### src/rtl/tone_sequencer.sv
// Tone sequencer: a bus-programmed FIFO of {freq, duration} notes played out
// as a frequency word, with durations counted in prescaled ticks.
module tone_sequencer #(
  parameter int unsigned FIFO_DEPTH = 8,
  parameter int unsigned TICK_DIV   = 50000,
  parameter int unsigned GAP_TICKS  = 1
) (
  input  logic        clk,
  input  logic        reset,
  input  logic [31:0] d_in,
  input  logic        cs,
  input  logic [31:0] addr,
  input  logic        rd,
  input  logic        wr,
  output logic [31:0] d_out,
  output logic [31:0] freq_out,
  output logic        busy,
  output logic        irq
);
  localparam int unsigned AW = $clog2(FIFO_DEPTH);
  localparam int unsigned CW = AW + 1;
  localparam logic [31:0] TICK_LAST = 32'(TICK_DIV - 1);
  localparam logic [15:0] GAP_LAST  = 16'(GAP_TICKS - 1);

  typedef enum logic [1:0] {IDLE, LOAD, PLAY, GAP} state_t;
  state_t state_q, state_d;

  logic [31:0]   mem_freq [FIFO_DEPTH];
  logic [15:0]   mem_dur  [FIFO_DEPTH];
  logic [AW-1:0] wr_ptr_q, rd_ptr_q;
  logic [CW-1:0] count_q;
  logic [31:0]   staged_freq_q, cur_freq_q, presc_q;
  logic [15:0]   cur_dur_q, tick_cnt_q;
  logic          enable_q, irq_en_q, done_q, overflow_q;

  logic [4:0]  sel;
  logic        bus_wr, bus_rd, wr_freq, wr_dur, wr_ctrl, wr_stat;
  logic        flush, en_eff, fifo_full, fifo_empty, more, tick;
  logic        pop, pop_ok, push_ok, push_drop, done_set, note_end;
  logic [15:0] head_dur;
  logic [31:0] count_ext, status_word;
  logic [3:0]  count_sat;
  logic        unused_addr;

  assign sel         = addr[4:0];
  assign unused_addr = ^addr[31:5];
  assign bus_wr      = cs & wr;
  assign bus_rd      = cs & rd;
  assign wr_freq     = bus_wr && (sel == 5'h00);
  assign wr_dur      = bus_wr && (sel == 5'h04);
  assign wr_ctrl     = bus_wr && (sel == 5'h08);
  assign wr_stat     = bus_wr && (sel == 5'h0C);
  assign flush       = wr_ctrl & d_in[1];
  // A CTRL write takes effect on the FSM in the same cycle it is issued.
  assign en_eff      = wr_ctrl ? d_in[0] : enable_q;

  assign fifo_full  = (count_q == CW'(FIFO_DEPTH));
  assign fifo_empty = (count_q == '0);
  assign head_dur   = mem_dur[rd_ptr_q];
  assign tick       = (presc_q == TICK_LAST);
  // In LOAD the head entry is leaving, so only the remainder counts.
  assign more       = (state_q == LOAD) ? (count_q > CW'(1)) : !fifo_empty;

  assign pop_ok    = pop & !fifo_empty;
  assign push_ok   = wr_dur & !flush & (!fifo_full | pop_ok);
  assign push_drop = wr_dur & !flush & fifo_full & !pop_ok;

  always_comb begin
    state_d  = state_q;
    pop      = 1'b0;
    done_set = 1'b0;
    note_end = 1'b0;
    unique case (state_q)
      IDLE: if (en_eff && !fifo_empty) state_d = LOAD;
      LOAD: begin
        pop = 1'b1;
        if (head_dur != '0)     state_d = PLAY;
        else if (GAP_TICKS != 0) state_d = GAP;
        else                     note_end = 1'b1;
      end
      PLAY: if (tick && (tick_cnt_q == cur_dur_q - 16'd1)) begin
        if (GAP_TICKS != 0) state_d = GAP;
        else                note_end = 1'b1;
      end
      GAP: if (tick && (tick_cnt_q == GAP_LAST)) note_end = 1'b1;
      default: state_d = IDLE;
    endcase
    if (note_end) begin
      if (more) state_d = LOAD;
      else begin
        state_d  = IDLE;
        done_set = 1'b1;
      end
    end
    if (flush || (state_q != IDLE && !en_eff)) begin
      state_d  = IDLE;
      pop      = 1'b0;
      done_set = 1'b0;
    end
  end

  always_ff @(posedge clk or posedge reset) begin
    if (reset) state_q <= IDLE;
    else       state_q <= state_d;
  end

  always_ff @(posedge clk) begin
    if (push_ok) begin
      mem_freq[wr_ptr_q] <= staged_freq_q;
      mem_dur[wr_ptr_q]  <= d_in[15:0];
    end
  end

  always_ff @(posedge clk or posedge reset) begin
    if (reset) begin
      wr_ptr_q   <= '0;
      rd_ptr_q   <= '0;
      count_q    <= '0;
      overflow_q <= 1'b0;
    end else begin
      if (flush) begin
        wr_ptr_q <= '0;
        rd_ptr_q <= '0;
        count_q  <= '0;
      end else begin
        if (push_ok) wr_ptr_q <= wr_ptr_q + AW'(1);
        if (pop_ok)  rd_ptr_q <= rd_ptr_q + AW'(1);
        if (push_ok && !pop_ok)      count_q <= count_q + CW'(1);
        else if (!push_ok && pop_ok) count_q <= count_q - CW'(1);
      end
      if (push_drop)                overflow_q <= 1'b1;
      else if (wr_stat && d_in[9])  overflow_q <= 1'b0;
    end
  end

  always_ff @(posedge clk or posedge reset) begin
    if (reset) begin
      staged_freq_q <= '0;
      enable_q      <= 1'b0;
      irq_en_q      <= 1'b0;
      done_q        <= 1'b0;
      cur_freq_q    <= '0;
      cur_dur_q     <= '0;
      presc_q       <= '0;
      tick_cnt_q    <= '0;
    end else begin
      if (wr_freq) staged_freq_q <= d_in;
      if (wr_ctrl) begin
        enable_q <= d_in[0];
        irq_en_q <= d_in[2];
      end
      if (done_set)                done_q <= 1'b1;
      else if (wr_stat && d_in[8]) done_q <= 1'b0;
      if (state_q == LOAD) begin
        cur_freq_q <= mem_freq[rd_ptr_q];
        cur_dur_q  <= head_dur;
        presc_q    <= '0;
        tick_cnt_q <= '0;
      end else if (state_q == PLAY || state_q == GAP) begin
        if (tick) begin
          presc_q    <= '0;
          tick_cnt_q <= (state_d != state_q) ? '0 : tick_cnt_q + 16'd1;
        end else begin
          presc_q <= presc_q + 32'd1;
        end
      end
    end
  end

  assign freq_out = (state_q == PLAY) ? cur_freq_q : '0;
  assign busy     = (state_q != IDLE);
  assign irq      = done_q & irq_en_q;

  assign count_ext = 32'(count_q);
  assign count_sat = (count_ext > 32'd15) ? 4'hF : count_ext[3:0];

  always_comb begin
    status_word      = '0;
    status_word[0]   = busy;
    status_word[1]   = fifo_full;
    status_word[2]   = fifo_empty;
    status_word[7:4] = count_sat;
    status_word[8]   = done_q;
    status_word[9]   = overflow_q;
  end

  always_ff @(posedge clk or posedge reset) begin
    if (reset) begin
      d_out <= '0;
    end else if (bus_rd) begin
      unique case (sel)
        5'h08:   d_out <= {29'd0, irq_en_q, 1'b0, enable_q};
        5'h0C:   d_out <= status_word;
        5'h10:   d_out <= freq_out;
        default: d_out <= '0;
      endcase
    end else begin
      d_out <= '0;
    end
  end
endmodule
### config.mk
export PLATFORM = sky130hd
export DESIGN_NAME = tone_sequencer
export DESIGN_NICKNAME = d
export VERILOG_FILES = /design/src/rtl/tone_sequencer.sv
export SDC_FILE = /design/constraint.sdc
export NUM_CORES = 1
export LEC_CHECK = 0
export CORE_ASPECT_RATIO = 1.4
export CORE_MARGIN = 4
export CORE_UTILIZATION = 30
export DETAILED_ROUTE_END_ITERATION = 16
export PLACE_DENSITY = 0.5
export SLEW_MARGIN = 20
export SYNTH_ARGS = -nofsm -noshare
export SYNTH_HDL_FRONTEND = slang
export SYNTH_SLANG_ARGS = --single-unit
### constraint.sdc
create_clock -name clk -period 12.8 [get_ports clk]
set_clock_uncertainty 0.1 [all_clocks]
set_input_delay 2.56 -clock clk [delete_from_list [all_inputs] [get_ports clk]]
set_output_delay 2.56 -clock clk [all_outputs]
set_load 0.005 [all_outputs]
==> results of run 1 <==
-- layer usage --
layer | up-vias | wire length, um
met5 | - | 0
met4 | 0 | 957
met3 | 61 | 2470
met2 | 235 | 27400
met1 | 6561 | 23500
li1 | 5734 | -
-- cells by family (layout without fill, tap and decap cells) --
family,Yosys count,count (layout)
xor+xnor,37,37
other cells,0,1
compound gates,162,162
simple gates,401,401
flops,560,560
buf+inv,95,250
fa+ha+maj,9,9
mux,184,184
-- area by class of cell --
class,count,share of cell area
Sequential cell,560,0.590
Multi-Input combinational cell,793,0.246
Clock buffer,72,0.0571
Timing Repair Buffer,127,0.0452
Tap cell,968,0.0448
Clock inverter,31,0.0134
Inverter,20,0.00306
Antenna cell,1,0.0000926
-- synthesized netlist by cell type, types with 6 or more instances --
master                     instances  area share
sky130_fd_sc_hd__and2_1           62       0.017
sky130_fd_sc_hd__inv_1            19      0.0031
sky130_fd_sc_hd__mux4_2           92       0.090
sky130_fd_sc_hd__nand2_1         129       0.021
sky130_fd_sc_hd__ha_1              9      0.0049
sky130_fd_sc_hd__nor3_1           20      0.0044
sky130_fd_sc_hd__mux2_2           48       0.024
sky130_fd_sc_hd__and3_1           23      0.0063
sky130_fd_sc_hd__buf_1             6     0.00098
sky130_fd_sc_hd__o31ai_1          13      0.0043
sky130_fd_sc_hd__nand4_1          15      0.0041
sky130_fd_sc_hd__a22o_1            6      0.0023
sky130_fd_sc_hd__and4_1            7      0.0027
sky130_fd_sc_hd__edfxtp_1        384        0.50
sky130_fd_sc_hd__xnor2_1          19      0.0073
sky130_fd_sc_hd__a31oi_1           7      0.0019
sky130_fd_sc_hd__nand3_1          33      0.0072
sky130_fd_sc_hd__nor2b_1          10      0.0027
sky130_fd_sc_hd__mux2i_1          44       0.019
sky130_fd_sc_hd__a21oi_1          13      0.0028
sky130_fd_sc_hd__o21ai_0          78       0.017
sky130_fd_sc_hd__xor2_1           17      0.0065
sky130_fd_sc_hd__nor4_1           12      0.0033
sky130_fd_sc_hd__nor2_1           58      0.0095
sky130_fd_sc_hd__clkbuf_1         45      0.0074
sky130_fd_sc_hd__a22oi_1          14      0.0046
sky130_fd_sc_hd__buf_2            21      0.0046
sky130_fd_sc_hd__dfrtp_1         176        0.19
sky130_fd_sc_hd__nand2b_1          8      0.0022
-- sequential cells by signal (all words and copies together) (netlist names) --
name           count
presc_q           32
overflow_q         1
rd_ptr_q           3
enable_q           1
state_q            2
mem_dur          128
cur_freq_q        32
count_q            4
tick_cnt_q        16
wr_ptr_q           3
d_out             32
done_q             1
mem_freq         256
staged_freq_q     32
irq_en_q           1
cur_dur_q         16
-- cells in the final DEF (no fill, tap or decap), types with 14 or more instances in the layout --
cell / count
sky130_fd_sc_hd__mux2_2: 48
sky130_fd_sc_hd__mux4_2: 92
sky130_fd_sc_hd__xor2_1: 17
sky130_fd_sc_hd__a22oi_1: 14
sky130_fd_sc_hd__clkbuf_16: 57
sky130_fd_sc_hd__nor3_1: 17
sky130_fd_sc_hd__dfrtp_1: 173
sky130_fd_sc_hd__nor2_1: 52
sky130_fd_sc_hd__and2_1: 62
sky130_fd_sc_hd__mux2i_1: 44
sky130_fd_sc_hd__nand4_1: 15
sky130_fd_sc_hd__nand2_1: 129
sky130_fd_sc_hd__nand3_1: 33
sky130_fd_sc_hd__xnor2_1: 19
sky130_fd_sc_hd__inv_1: 18
sky130_fd_sc_hd__o21ai_0: 78
sky130_fd_sc_hd__and3_1: 23
sky130_fd_sc_hd__clkdlybuf4s50_1: 107
sky130_fd_sc_hd__edfxtp_1: 384
sky130_fd_sc_hd__buf_4: 20
-- critical path, delay by kind of cell --
| family | cells | cell delay [ns] |
|---|---|---|
| AOI/OAI and AO/OA | 1 | 0.29 |
| and+or+nand+nor | 6 | 2.36 |
| buffers and inverters | 2 | 1.13 |
-- final timing paths --
kind / end / from / cells after the start / slack (ns)
worst min register to register: cur_freq_q[14]$_DFFE_PP0N_ / cur_freq_q[14]$_DFFE_PP0N_ / 2 / 0.39
worst max-delay path: mem_freq[7][20]$_DFFE_PP_ / addr[3] / 9 / 6.55
max in group asynchronous: rd_ptr_q[2]$_DFFE_PP0P_ / reset / 3 / 8.59
worst max register to register: tick_cnt_q[9]$_DFFE_PP0P_ / rd_ptr_q[1]$_DFFE_PP0P_ / 11 / 7.66
min in group asynchronous: presc_q[27]$_DFFE_PP0P_ / reset / 2 / 2.38
worst min-delay path: cur_freq_q[14]$_DFFE_PP0N_ / cur_freq_q[14]$_DFFE_PP0N_ / 2 / 0.39
-- power groups by stage --
stage / sequential [mW] / combinational, mW / clock, mW
6_report: 2.26 / 0.944 / 1.69
5_1_grt: 2.29 / 1.05 / 1.82
4_1_cts: 2.27 / 0.967 / 1.74
3_5_place_dp: 2.30 / 0.963 / 0
3_3_place_gp: 2.30 / 0.957 / 0
2_1_floorplan: 2.17 / 0.759 / 0
==> qor_table.md, run 1 <==
| Stage | Item | This run |
| --- | --- | --- |
| detailed routing | Number of detailed-routing iterations run before antenna repair | 5 |
| global routing | GR Overflow Total | 0 |
| worst setup path | Category of the most critical setup path | primary input to flip-flop |
| clock tree | Number of clock buffers inserted by TritonCTS | 55 |
| global routing | Number of global-route vias before repair | 13,418 |
| global routing | Met2 Resource Use GR | 0.235 |
| die | Area of the core | 0.0755 mm^2 |
| sta | Transition time at the pin with the least slew margin | 1.03 ns |
| pwr | Sw Share | 0.280 |
| clock tree | Library cell used as clock root buffer | sky130_fd_sc_hd__clkbuf_16 |
| worst setup path | CP arrival | 6.38 ns |
| sta | Fin. Hold Viols | 0 |
| pwr | Internal power of the cells | 3.53 mW |
| pwr | Peak VDD IR | 0.120 mV |
| clock tree | Hold bufs inserted after CTS | 0 |
| synthesis | Post-synth ARST share | 0.314 |
| synthesis | Count of flip-flops with a built-in enable after synthesis | 384 |
| detailed routing | DRT iter0 DRCs | 937 |
| detailed routing | Number of remaining DRC errors | 0 |
| clock tree | TritonCTS clock tree | done |
| sta | Final period demand of the worst path | 6.25 ns |
| die | Die Height | 335 um |
| sta | Period Utilization, post-route | 0.488 |
| global routing | Largest net degree at the start of global routing | 106 |
| sta | Setup ws final | 6.55 ns |
| synthesis | Mux contribution to synthesized area | 0.133 |
| detailed routing | Detailed-route wire length | 54,300 um |
| clock tree | H-tree levels | 2 |
| synthesis | Share of the synthesized area in compound gates (AO/OA/AOI/OAI) | 0.0441 |
| sta | Slew Limit Fails | 0 |
| worst setup path | Critical-path maximum fanout | 25 |
| min path | Hold crit path type | flip-flop to flip-flop |
| pwr | Pwr dens | 181 mW/mm^2 |
| die | Die area | 0.0809 mm^2 |
| sta | Worst max-slew margin expressed relative to the limit | 0.316 |
| pwr | Power after layout | 4.90 mW |
| worst setup path | Kind of capture point of the worst setup path | flip-flop |
| clock tree | CTS resizes | 0 |
| flow run | Number of violations of the max-capacitance limit | 0 |
| pwr | Combinational cell fraction of total power | 0.193 |
| sta | Tightest hold margin | 0.390 ns |
| worst setup path | Sequence of cells on the critical path | clkdlybuf4s50_1 -> or4b_4 -> nor4b_2 -> nor3b_2 -> o31a_1 -> nor2b_1 -> nand2_1 -> nor2_4 -> buf_4 |
| global routing | Met1 layer usage reported by global route | 0.173 |
| worst setup path | Slowest cell on crit path | sky130_fd_sc_hd__nor2_4 |
| final layout | Cell area after layout | 0.0270 mm^2 |
| placement | Number of input and output port buffers inserted | 107 |
| status | Run status | completed |
| global routing | GRT Resource Usage Total | 0.134 |
| synthesis | Synthesized-area fraction occupied by xor and xnor cells | 0.0145 |
| pwr | Psw | 1.37 mW |
| worst setup path | Type of origin of the critical path | primary input |
| synthesis | Area share of and/or/nand/nor cells after synthesis | 0.0902 |
| final layout | Layout area overhead | 17.9% |
| placement | Final HPWL DP | 32,000 um |
| detailed routing | Post-detailed-route wirelength per cell | 21.1 um |
| global routing | Number of antenna violations at the first check in global routing | 2 |
| synthesis | Predominant post-synthesis flop cell | sky130_fd_sc_hd__edfxtp_1 |
| detailed routing | Final ANT Viol Nets | 0 |
| clock tree | Clock-pin transition on the worst setup and hold timing paths | 0.06 ns |
| final layout | Register cell area after layout | 0.0159 mm^2 |
| final layout | Total area of multi-input combinational cells | 0.00665 mm^2 |
| global routing | Global-route layer with the greatest usage | met2 |
| pwr | Share of total power in the clock network | 0.346 |
| synthesis | Net count after synthesis | 1,526 |
| detailed routing | Number of vias per cell | 4.90 |
| final layout | Post-Route Utilization | 0.358 |
| synthesis | Dominant combinational cell family by area after synthesis | multiplexers |
| synthesis | Post-Syn Instances | 1,448 |
| sta | Number of setup violations in the final report | 0 |
| synthesis | Mapped Area | 0.0229 mm^2 |
| die | Starting density of the core | 0.303 |
| pwr | Static leakage | 9.43 nW |
| synthesis | Syn avg cell area | 15.8 um^2 |
| synthesis | Total of warnings raised by yosys | 0 |
| clock tree | Clock network latency to the later pin of the worst-skew pair | 0.60 ns |
| detailed routing | Vias | 12,591 |
| placement | Final weighted congestion of routability-driven global placement | 0.771 |
| final layout | Fraction of layout cells with a size suffix above 1 | 0.171 |
| clock tree | Clock buffer depth | 3 |
| final layout | Layout Nets | 1,635 |
| final layout | Filler Cells Inserted | 7,101 |
| pwr | Relative contribution of sequential cells to total power | 0.461 |
| sta | Highest attainable clock frequency | 0.160 GHz |
| final layout | Final instance count without filler cells | 2,572 |
| worst setup path | Biggest cell delay along the critical path | 0.84 ns |
| placement | Cell area after placement | 0.0251 mm^2 |
| synthesis | Seq cells post-synth | 560 |
| global routing | Global-route wire length before repair | 83,900 um |
| synthesis | Area share of fa/ha/maj cells after synthesis | 0.00492 |
| global routing | Met3 routing resource usage after global routing | 0.0271 |
| die | Cell row count | 119 |
| clock tree | Number of setup buffers added after CTS | 0 |
| die | Number of top-level pins | 135 |
| synthesis | Register area share after synthesis | 0.696 |
| synthesis | Number of different library cells in the post-synthesis netlist | 66 |
| clock tree | Clk sinks | 560 |
| placement | Number of cells after detailed placement | 2,468 |
| placement | Setup WS pre-CTS | 5.90 ns |
| die | Floorplan die width | 242 um |
| sta | Total Negative Setup Slacks | 0 ns |
| sta | RSZ-0062 raised after global routing | no |
| worst setup path | Required time of the critical path | 12.93 ns |
Power figures use the tool's default switching activity.
==> run 2, diff against run 1 <==
==> constraint.sdc (replaced) <==
create_clock -name clk -period 6.52 [get_ports clk]
set_clock_uncertainty 0.1 [all_clocks]
set_input_delay 1.304 -clock clk [delete_from_list [all_inputs] [get_ports clk]]
set_output_delay 1.304 -clock clk [all_outputs]
set_load 0.005 [all_outputs]
==> qor_table.md, run 2 (synthesis gave the netlist of run 1 again) <==
| Stage | Item | This run | Delta |
| --- | --- | --- | --- |
| status | Run status | completed |  |
| final layout | Largest registers in the final layout | mem_freq: 256 flops, mem_dur: 128 flops |  |
| pwr | Peak VDD IR | 0.204 mV | +70% |
| final layout | Most flop-heavy register | mem_freq |  |
| pwr | Power after layout | 9.74 mW | +99% |
| clock tree | Clk sinks | 560 | unchanged |
| die | Die area | 0.0809 mm^2 | unchanged |
| worst setup path | Biggest cell delay along the critical path | 0.73 ns | -0.11 ns |
| die | Die Height | 335 um | unchanged |
| worst setup path | Required time of the critical path | 6.64 ns | -6.29 ns |
| detailed routing | Vias | 12,775 | +1.5% |
| final layout | Register cell area after layout | 0.0159 mm^2 | unchanged |
| global routing | Number of antenna violations at the first check in global routing | 3 | +1 |
| global routing | Largest net degree at the start of global routing | 88 | -17% |
| global routing | Global-route wire length before repair | 84,900 um | +1.2% |
| pwr | Static leakage | 9.51 nW | +0.82% |
| die | Area of the core | 0.0755 mm^2 | unchanged |
| sta | Fin. Hold Viols | 0 | unchanged |
| die | Floorplan die width | 242 um | unchanged |
| final layout | Max FFs per register | 256 | unchanged |
| sta | Period Utilization, post-route | 0.686 |  |
| final layout | Layout area overhead | 18.7% |  |
| placement | Final weighted congestion of routability-driven global placement | 0.793 | +2.8% |
| clock tree | Clock-pin transition on the worst setup and hold timing paths | 0.06 ns | about the same |
| detailed routing | Number of detailed-routing iterations run before antenna repair | 5 | unchanged |
| worst setup path | Type of origin of the critical path | primary input |  |
| placement | Number of input and output port buffers inserted | 107 | unchanged |
| min path | Hold crit path type | flip-flop to flip-flop |  |
| clock tree | Library cell used as clock root buffer | sky130_fd_sc_hd__clkbuf_16 |  |
| die | Starting density of the core | 0.303 | unchanged |
| clock tree | Clock network latency to the later pin of the worst-skew pair | 0.61 ns | about the same |
| sta | Transition time at the pin with the least slew margin | 1.03 ns | +0.00436 ns |
| worst setup path | Crit path max-delay family | simple AND/OR/NAND/NOR gates |  |
| detailed routing | DRT iter0 DRCs | 976 | +4.2% |
| worst setup path | Slowest cell on crit path | sky130_fd_sc_hd__buf_4 |  |
| clock tree | Number of clock buffers inserted by TritonCTS | 56 | +1.8% |
| clock tree | Clock buffer depth | 3 | unchanged |
| sta | Slew Limit Fails | 0 | unchanged |
| sta | Worst max-slew margin expressed relative to the limit | 0.313 | -0.00290 |
| clock tree | Number of setup buffers added after CTS | 0 | unchanged |
| clock tree | H-tree levels | 2 | unchanged |
| sta | RSZ-0062 raised after global routing | no |  |
| sta | Final period demand of the worst path | 4.47 ns |  |
| global routing | GR Overflow Total | 0 | unchanged |
| final layout | Final instance count without filler cells | 2,578 | +0.23% |
| detailed routing | Final ANT Viol Nets | 0 | unchanged |
| final layout | Commonest non-fill, non-tap cell in the layout | sky130_fd_sc_hd__edfxtp_1 |  |
| detailed routing | Number of remaining DRC errors | 0 | unchanged |
| worst setup path | Kind of capture point of the worst setup path | flip-flop |  |
| final layout | Layout Nets | 1,640 | +0.31% |
| clock tree | Hold bufs inserted after CTS | 0 | unchanged |
| placement | Final HPWL DP | 32,500 um | +1.8% |
| global routing | GRT Resource Usage Total | 0.136 | +0.00152 |
| clock tree | CTS resizes | 0 | unchanged |
| worst setup path | Category of the most critical setup path | primary input to flip-flop |  |
| final layout | Total area of multi-input combinational cells | 0.00666 mm^2 | about the same |
| worst setup path | CP arrival | 4.59 ns | -1.79 ns |
| final layout | Filler Cells Inserted | 7,124 | +0.32% |
| detailed routing | Post-detailed-route wirelength per cell | 21.5 um | +1.6% |
| final layout | Diode insertion count for antenna repair | 0 | -1 |
| die | Number of top-level pins | 135 | unchanged |
| sta | Total Negative Setup Slacks | 0 ns | unchanged |
| detailed routing | Number of vias per cell | 4.96 | +1.2% |
| worst setup path | Critical-path maximum fanout | 48 | +92% |
| die | Cell row count | 119 | unchanged |
| worst setup path | Count of buffering cells on the critical path with inverters included | 2 | unchanged |
| global routing | Number of global-route vias before repair | 13,715 | +2.2% |
| final layout | Commonest non-fill, non-tap cells in the layout | sky130_fd_sc_hd__edfxtp_1, sky130_fd_sc_hd__dfrtp_1, sky130_fd_sc_hd__nand2_1 |  |
| pwr | Pwr dens | 358 mW/mm^2 | +98% |
| clock tree | TritonCTS clock tree | done |  |
| sta | Highest attainable clock frequency | 0.224 GHz |  |
| sta | Number of setup violations in the final report | 0 | unchanged |
| sta | Tightest hold margin | 0.391 ns | +0.00138 ns |
| flow run | Number of violations of the max-capacitance limit | 0 | unchanged |
| detailed routing | Detailed-route wire length | 55,300 um | +1.9% |
| placement | Number of cells after detailed placement | 2,472 | +0.16% |
| final layout | Fraction of layout cells with a size suffix above 1 | 0.175 | +0.00360 |
| worst setup path | Sequence of cells on the critical path | clkdlybuf4s50_1 -> or4b_4 -> nor4b_2 -> nor3b_2 -> o31a_1 -> nor2b_1 -> nand2b_1 -> nor3_4 -> buf_4 |  |
run 2: layout make-up:
class / count / share of cell area
Clock buffer: 80 / 0.0605
Tap cell: 968 / 0.0446
Multi-Input combinational cell: 793 / 0.245
Sequential cell: 560 / 0.587
Inverter: 20 / 0.00304
Timing Repair Buffer: 131 / 0.0479
Clock inverter: 26 / 0.0126
run 2: metal layers:
metal,part of all wire,routed length [um],vias to the layer above,global-route usage
li1,-,-,5755,-
met1,0.43,23600,6658,0.173
met2,0.50,27700,283,0.237
met3,0.048,2660,79,0.0263
met4,0.025,1370,0,0.0392
met5,0,0,-,0
run 2: stage by stage:
stage / worst slack [ns] / util / cell area (um^2)
final: 2.05 / 0.360 / 27200
after global placement: 1.43 / 0.334 / 25200
after detailed placement: 1.41 / 0.334 / 25200
after CTS: 1.98 / 0.360 / 27200
after floorplan: 0.342 / - / 22900
after global routing: 1.83 / 0.360 / 27200
run 2: path summary, 6_finish.rpt:
| check | from | endpoint | cells after the start | slack [ns] |
|---|---|---|---|---|
| setup reg to reg | rd_ptr_q[2]$_DFFE_PP0P_ | tick_cnt_q[12]$_DFFE_PP0P_ | 10 | 2.41 |
| hold / removal | cur_freq_q[15]$_DFFE_PP0N_ | cur_freq_q[15]$_DFFE_PP0N_ | 2 | 0.39 |
| max in group asynchronous | reset | count_q[0]$_DFFE_PP0P_ | 3 | 4.03 |
| setup / recovery | addr[3] | mem_freq[0][17]$_DFFE_PP_ | 9 | 2.05 |
| hold reg to reg | cur_freq_q[15]$_DFFE_PP0N_ | cur_freq_q[15]$_DFFE_PP0N_ | 2 | 0.39 |
| min in group asynchronous | reset | presc_q[30]$_DFFE_PP0P_ | 2 | 1.13 |
run 2: report_power, final:
part | internal, mW | switching (mW) | total [mW] | leakage [nW]
clock network | 2.04 | 1.37 | 3.42 | 0.978
logic | 0.905 | 0.928 | 1.83 | 2.68
registers | 4.05 | 0.439 | 4.49 | 5.85
run 2: worst min-delay path, delay by kind of cell (launching register included):
| kind | cells | cell delay, ns |
|---|---|---|
| simple gates | 1 | 0.05 |
| compound gates | 1 | 0.06 |
| flops | 1 | 0.35 |
